<file path="config.mk">
export PLATFORM = sky130hd
export DESIGN_NAME = icache_refill_bridge
export DESIGN_NICKNAME = d
export VERILOG_FILES = /design/src/rtl/icache_refill_bridge.sv
export SDC_FILE = /design/constraint.sdc
export NUM_CORES = 1
export LEC_CHECK = 0
export BUFFER_PORTS_ARGS = -buffer_cell sky130_fd_sc_hd__buf_2
export CORE_MARGIN = 1
export CORE_UTILIZATION = 49
export CTS_BUF_LIST = sky130_fd_sc_hd__clkbuf_4 sky130_fd_sc_hd__clkbuf_8 sky130_fd_sc_hd__clkbuf_16
export DETAILED_ROUTE_END_ITERATION = 16
export MAX_ROUTING_LAYER = met4
export PLACE_DENSITY_LB_ADDON = 0.05
export SYNTH_ARGS = -nofsm -noshare
export SYNTH_HDL_FRONTEND = slang
export SYNTH_SLANG_ARGS = --single-unit
</file>
<file path="constraint.sdc">
create_clock -name cpu_clk -period 2.7 [get_ports cpu_clk]
set_clock_uncertainty 0.15 [all_clocks]
set_input_delay 0.81 -clock cpu_clk [delete_from_list [all_inputs] [get_ports cpu_clk]]
set_output_delay 0.81 -clock cpu_clk [all_outputs]
set_load 0.05 [all_outputs]
</file>
<file path="src/rtl/icache_refill_bridge.sv">
// Block-refill bridge: turns one ICache block-read command into BLK_LEN
// pipelined word reads and returns the assembled line in a one-cycle pulse.
module icache_refill_bridge #(
  parameter int BLK_LEN  = 4,
  parameter int BLK_SIZE = BLK_LEN * 32
) (
  input  logic                cpu_clk,
  input  logic                cpu_rstn,
  output logic                mem_rrdy,
  input  logic [3:0]          mem_ren,
  input  logic [31:0]         mem_raddr,
  output logic                mem_rvalid,
  output logic [BLK_SIZE-1:0] mem_rdata,
  output logic                dev_ren,
  output logic [31:0]         dev_raddr,
  input  logic                dev_rrdy,
  input  logic                dev_rvalid,
  input  logic [31:0]         dev_rdata
);

  localparam int IDX_W = $clog2(BLK_LEN);
  localparam int CNT_W = IDX_W + 1;
  localparam int OFF_W = IDX_W + 2;

  typedef enum logic [1:0] {IDLE, ISSUE, WAIT, DONE} state_t;

  state_t                 state, state_nxt;
  logic [31-OFF_W:0]      base_blk;
  logic [CNT_W-1:0]       issue_cnt;
  logic [CNT_W-1:0]       recv_cnt;
  logic                   accept;
  logic                   issue_hs;
  logic                   capture;
  logic                   issue_last;
  logic                   recv_last;

  // Offset bits of the request address are discarded by block alignment.
  logic unused_raddr_lo;
  assign unused_raddr_lo = ^mem_raddr[OFF_W-1:0];

  assign accept     = (state == IDLE) && (mem_ren != 4'b0000);
  assign issue_hs   = (state == ISSUE) && dev_rrdy;
  assign capture    = ((state == ISSUE) || (state == WAIT)) && dev_rvalid;
  assign issue_last = issue_hs && (issue_cnt == CNT_W'(BLK_LEN - 1));
  assign recv_last  = capture && (recv_cnt == CNT_W'(BLK_LEN - 1));

  // Base is block-aligned, so the beat offset is a plain concatenation.
  assign dev_raddr = {base_blk, issue_cnt[IDX_W-1:0], 2'b00};

  always_ff @(posedge cpu_clk or negedge cpu_rstn) begin
    if (!cpu_rstn) begin
      state <= IDLE;
    end else begin
      state <= state_nxt;
    end
  end

  always_comb begin
    state_nxt  = state;
    mem_rrdy   = 1'b0;
    mem_rvalid = 1'b0;
    dev_ren    = 1'b0;
    case (state)
      IDLE: begin
        mem_rrdy = 1'b1;
        if (accept) state_nxt = ISSUE;
      end
      ISSUE: begin
        dev_ren = 1'b1;
        if (issue_last) state_nxt = recv_last ? DONE : WAIT;
      end
      WAIT: begin
        if (recv_last) state_nxt = DONE;
      end
      DONE: begin
        mem_rvalid = 1'b1;
        state_nxt  = IDLE;
      end
      default: state_nxt = IDLE;
    endcase
  end

  always_ff @(posedge cpu_clk or negedge cpu_rstn) begin
    if (!cpu_rstn) begin
      base_blk  <= '0;
      issue_cnt <= '0;
      recv_cnt  <= '0;
    end else if (accept) begin
      base_blk  <= mem_raddr[31:OFF_W];
      issue_cnt <= '0;
      recv_cnt  <= '0;
    end else begin
      if (issue_hs) issue_cnt <= issue_cnt + CNT_W'(1);
      if (capture)  recv_cnt  <= recv_cnt + CNT_W'(1);
    end
  end

  // The line register keeps the last complete block between fills.
  always_ff @(posedge cpu_clk or negedge cpu_rstn) begin
    if (!cpu_rstn) begin
      mem_rdata <= '0;
    end else begin
      for (int i = 0; i < BLK_LEN; i++) begin
        if (capture && (recv_cnt[IDX_W-1:0] == IDX_W'(i))) begin
          mem_rdata[32*i +: 32] <= dev_rdata;
        end
      end
    end
  end

endmodule

</file>
==> metrics.cfg, run 1 <==
[yosys]
synth_top_cell_area_share = 0.6339
synth_cells = 389
yosys.area.top_type = dfrtp_1
synth-seq-area-share = 0.6339
avgSynthCellArea_um2 = 16.64
synth_area_leaders = dfrtp_1 63%, mux2_2 23%, mux2_4 5.6%
syn_area_um2 = 6474
ys_ff_latch = 164
yosysUniqueCellTypes = 25
yosys_warnings = 0

[critical_path]
critPathMaxStageDelay_ps = 410
required_ps = 1740
crit_family = buffers and inverters
path_cells = inv_1, ha_1, buf_2
critical_path_class = flop to output port
cp_max_fo = 7
worst_setup_path_end_kind = output port
crit_arrival_ps = 1560
crit_buf_inv = 2
slowest_stage = dfrtp_1
critPathLaunchType = flop

[cts]
cts_root_buf = clkbuf_16
cts_tree = done
cts_setup_buffers = 0
ctsResizeCount = 0
clk_latency_ps = 410
cts_hold_buf = 0
clkSinkCount = 164
htreeDepth = 4
cts_max_path_buffers = 2
clk_pin_slew_worst_paths_ps = 60
cts_made_buffers = 17

[status]
status = completed

[detailed_routing]
drt_wl_total_mm = 13.40
drtAntennaViolNets = 0
dr_total_vias = 4020
dr_wl_met3_um = 913
wl_met1_mm = 5.690
top_layer = met4
dr.pass1.iters = 4
drc = 0
route.met2.wl_mm = 6.573
detail_route.wl_per_cell_um = 16.44
drt_iter0_drc = 95
viasPerCell = 4.933

[floorplan]
core_area_um2 = 12770
boundaryPins = 235
start_util = 0.5068
die_area_um2 = 13680
fp-row-count = 41
chipHeight_um = 116.9
die_x_um = 116.9

[grt]
grt_pass1_vias = 4018
grt_use_total = 0.2120
grt_max_degree = 51
gr-total-overflow = 0
antenna_found_initial = 0
grt_pass1_wl_mm = 20.62

[placement]
dp_hpwl_mm = 9.603
place_congestion = 0.7426
pre_cts_slack_ps = 286.1
port_buffers = 228

[timing]
setup_viol = 0
final-hold-violation-count = 0
min_period_over_period = 0.9317
setup_tns_ps = 0
rsz0062_at_grt = false
period_minus_slack_ps = 2516
setup_ws_ps = 184.3
max_freq_mhz = 397.5
drv_slew = 0

[final_layout]
drive_gt1_frac = 0.6781
area_growth_pct = 30.27
num-nets-final = 713
antennaDiodeCount = 0

[run]
max_cap_viol_count = 0

[hold_path]
min_path_type = input port to asynchronous set/reset pin

[final timing paths]
kind / start / to / slack [ps] / cells past startpoint
worst min-delay path: cpu_rstn / base_blk[16] / 100 / 1
worst max register to register: state[1] / mem_rdata[30] / 410 / 6
min in group cpu_clk: mem_rdata[111] / mem_rdata[111] / 350 / 1
worst min register to register: mem_rdata[111] / mem_rdata[111] / 350 / 1
worst max-delay path: state[1] / dev_ren / 180 / 3
max in group asynchronous: cpu_rstn / mem_rdata[68] / 1680 / 2
[layout make-up]
| class | instances | area [um2] |
|---|---|---|
| fillers | 951 | 4340 |
| flip-flops and latches | 164 | 4104 |
| multi-input cells | 199 | 2186 |
| repair buffers | 242 | 1328 |
| clock buffers | 28 | 533.0 |
| well taps | 172 | 215.2 |
| clock inverters | 4 | 45.04 |
| inverters | 6 | 22.52 |
[worst register-to-register path, stage by stage, from the launching register on]
cell and delay, ps:
dfrtp_1 390, inv_1 90, ha_1 310, and2_1 400, nand2_2 300, buf_12 250
mux2_2 280
[cell families (layout without fill, tap and decap cells)]
family,after synthesis,in the layout,synth area share
compound gates,10,10,0.01044
xor+xnor,2,2,0.002706
fa+ha+maj,11,11,0.02126
buf+inv,27,280,0.03015
flops,164,164,0.6339
mux,157,157,0.2868
other cells,1,2,0.0005793
simple gates,17,17,0.01411
[layout by cell type, fill, tap and decap left out, drive strengths merged]
| master | n |
|---|---|
| nor2 | 4 |
| inv | 6 |
| and2 | 1 |
| mux2i | 1 |
| a211oi | 1 |
| a221oi | 1 |
| a311oi | 1 |
| clkinv | 3 |
| nor4 | 1 |
| clkbuf | 28 |
| conb | 2 |
| nand2 | 7 |
| o21ai | 1 |
| xor2 | 1 |
| dfrtp | 164 |
| a21boi | 1 |
| buf | 242 |
| mux2 | 156 |
| a21oi | 3 |
| bufinv | 1 |
| ha | 11 |
| nand3 | 3 |
| a21o | 2 |
| xnor2 | 1 |
| nor2b | 1 |
[stage by stage]
stage	hold slack, ps	area (um2)	cells	util
5_1_grt	89.92	8433	815	0.6602
2_1_floorplan	364.4	6477	390	-
3_5_place_dp	336.9	7855	783	0.6149
6_report	99.02	8433	815	0.6602
4_1_cts	87.12	8433	815	0.6602
3_3_place_gp	332.8	7855	783	0.6149
[Yosys cell counts, drive strengths merged]
master	instances
a311oi	1
a21boi	1
nand3	3
xor2	1
a221oi	1
and2	1
a21o	2
conb	1
dfrtp	164
a211oi	1
nor4	1
ha	11
nor2	4
o21ai	1
mux2i	1
a21oi	3
xnor2	1
inv	6
nor2b	1
buf	21
nand2	7
mux2	156
[sequential cells by signal, summed over array words and instances (netlist names)]
signal	cells
mem_rdata	128
base_blk	28
issue_cnt	3
state	2
recv_cnt	3
[per-layer routing]
metal,up-vias,track usage
met1,2020,0.2567
met5,-,-
met4,0,0.08439
met3,17,0.06900
met2,139,0.3298
li1,1844,-
Power of run 1 is left out: the tool's default activity adds up to more than one toggle a clock period on the data nets, which glitch-free logic cannot reach.
==> inputs of run 2 (changes only) <==
- RECOVER_POWER: default -> 50
==> run 2 against run 1 <==
- register-to-register slack barely moved
- critical path depth unchanged
- critical endpoint unchanged
- routed wire length shrank 1.2%
- utilization fell by 1.5 points
- non-clock buffer count did not move
- count of clock-buffer cells in the layout stayed put
- largest cell class unchanged
==> metrics.cfg, run 2 (synthesis gave the netlist of run 1 again) <==
[cts]
cts_hold_buf = 0  ; unchanged
clk_pin_slew_worst_paths_ps = 60  ; about the same
clkSinkCount = 164  ; unchanged
cts_setup_buffers = 0  ; unchanged
cts_max_path_buffers = 2  ; unchanged
ctsResizeCount = 0  ; unchanged
clk_latency_ps = 410  ; about the same
cts_made_buffers = 17  ; unchanged
cts_root_buf = clkbuf_16  ; unchanged
htreeDepth = 4  ; unchanged
cts_tree = done  ; unchanged

[hold_path]
min_path_type = flop to flop  ; was input port to asynchronous set/reset pin
hold_depth = 1

[timing]
final-hold-violation-count = 0  ; unchanged
hold_ws_ps = 326.9  ; was 99.02 ps
drv_slew = 0  ; unchanged
period_minus_slack_ps = 2514  ; was 2516 ps
max_freq_mhz = 397.8  ; was 397.5 MHz
rsz0062_at_grt = false  ; unchanged
min_period_over_period = 0.9311  ; was 0.9317
max_slew_margin = 0.1056
setup_tns_ps = 0  ; unchanged
worst_pin_slew_ps = 1342
setup_viol = 0  ; unchanged

[floorplan]
chipHeight_um = 116.9  ; unchanged
die_x_um = 116.9  ; unchanged
start_util = 0.5068  ; unchanged
fp-row-count = 41  ; unchanged
die_area_um2 = 13680  ; unchanged
boundaryPins = 235  ; unchanged
core_area_um2 = 12770  ; unchanged

[grt]
grt_use_met3 = 0.06900  ; unchanged
grt_max_degree = 51  ; unchanged
busiest_layer = met2  ; unchanged
gr-total-overflow = 0  ; unchanged
grt_pass1_vias = 4018  ; unchanged
antenna_found_initial = 0  ; unchanged
grt_pass1_wl_mm = 20.62  ; unchanged
use_met2 = 0.3298  ; unchanged
grt_use_total = 0.2120  ; unchanged
use_met1 = 0.2567  ; unchanged

[status]
status = completed  ; unchanged

[final_layout]
top_regs = mem_rdata (128), base_blk (28)  ; unchanged
num-nets-final = 713  ; unchanged
layout_common_cells = 182 x buf_2, 164 x dfrtp_1, 132 x mux2_2  ; was 227 x buf_2, 164 x dfrtp_1, 132 x mux2_2
regMostFlops = mem_rdata  ; unchanged
drive_gt1_frac = 0.5677  ; was 0.6781
mostFrequentLayoutCell = buf_2  ; unchanged
area_growth_pct = 27.29  ; was 30.27%
largest_reg_flops = 128  ; unchanged
antennaDiodeCount = 0  ; unchanged
fin_area_um2 = 8240  ; was 8433 um2

[critical_path]
slowest_stage = dfrtp_1  ; unchanged
critPathMaxStageDelay_ps = 410  ; about the same
path_cells = inv_1, ha_1, buf_2  ; unchanged
crit_family = buffers and inverters  ; unchanged
r2r_cells = 6  ; unchanged
required_ps = 1740  ; about the same
worst_setup_path_end_kind = output port  ; unchanged
cp_max_fo = 7  ; unchanged
crit_buf_inv = 2  ; unchanged
cp_num_cells = 3  ; unchanged
critPathLaunchType = flop  ; unchanged
critical_path_class = flop to output port  ; unchanged
crit_arrival_ps = 1550  ; was 1560 ps

[detailed_routing]
dr.pass1.iters = 4  ; unchanged
drtAntennaViolNets = 0  ; unchanged
drt_iter0_drc = 92  ; was 95
dr_total_vias = 4039  ; was 4020
drc = 0  ; unchanged
detail_route.wl_per_cell_um = 16.25  ; was 16.44 um
drt_wl_total_mm = 13.24  ; was 13.40 mm
viasPerCell = 4.956  ; was 4.933

[run]
max_cap_viol_count = 0  ; unchanged

[placement]
dpl_cell_area_um2 = 7855  ; unchanged
port_buffers = 228  ; unchanged
dp_hpwl_mm = 9.603  ; unchanged
place_congestion = 0.7426  ; unchanged

[run 2: per-stage QoR]
stage | instances | util | worst slack [ps]
floorplan | 390 | - | 615.1
global placement | 783 | 0.6149 | 326.2
detailed placement | 783 | 0.6149 | 286.1
CTS | 815 | 0.6602 | 168.9
global route | 815 | 0.6451 | 51.31
finish | 815 | 0.6451 | 185.9
[run 2: worst reg2reg max path, stage by stage, from the launching register on]
cell,delay [ps]
dfrtp_1,390
inv_1,90
ha_1,310
and2_1,400
nand2_2,300
buf_12,250
mux2_2,280
[run 2: metal layers]
layer | routed length [um] | share of wire
met1 | 5486 | 0.41
met2 | 6623 | 0.50
met3 | 904 | 0.068
met4 | 228 | 0.017
met5 | 0 | 0
[run 2: layout make-up]
type                            count  area, um2
Clock inverter                      4      45.04
Multi-Input combinational cell    199       2093
Tap cell                          172      215.2
Timing Repair Buffer              242       1227
Fill cell                        1024       4533
Clock buffer                       28      533.0
Inverter                            6      22.52
Sequential cell                   164       4104
[run 2: path summary, 6_finish.rpt]
path,start,endpoint,slack [ps]
min in group asynchronous,cpu_rstn,base_blk[16],530
max in group asynchronous,cpu_rstn,mem_rdata[44],420
min reg2reg,base_blk[4],base_blk[4],330
min,base_blk[4],base_blk[4],330
max,state[1],dev_ren,190
max reg2reg,state[1],mem_rdata[30],410
Power of run 2 is left out for the same reason.
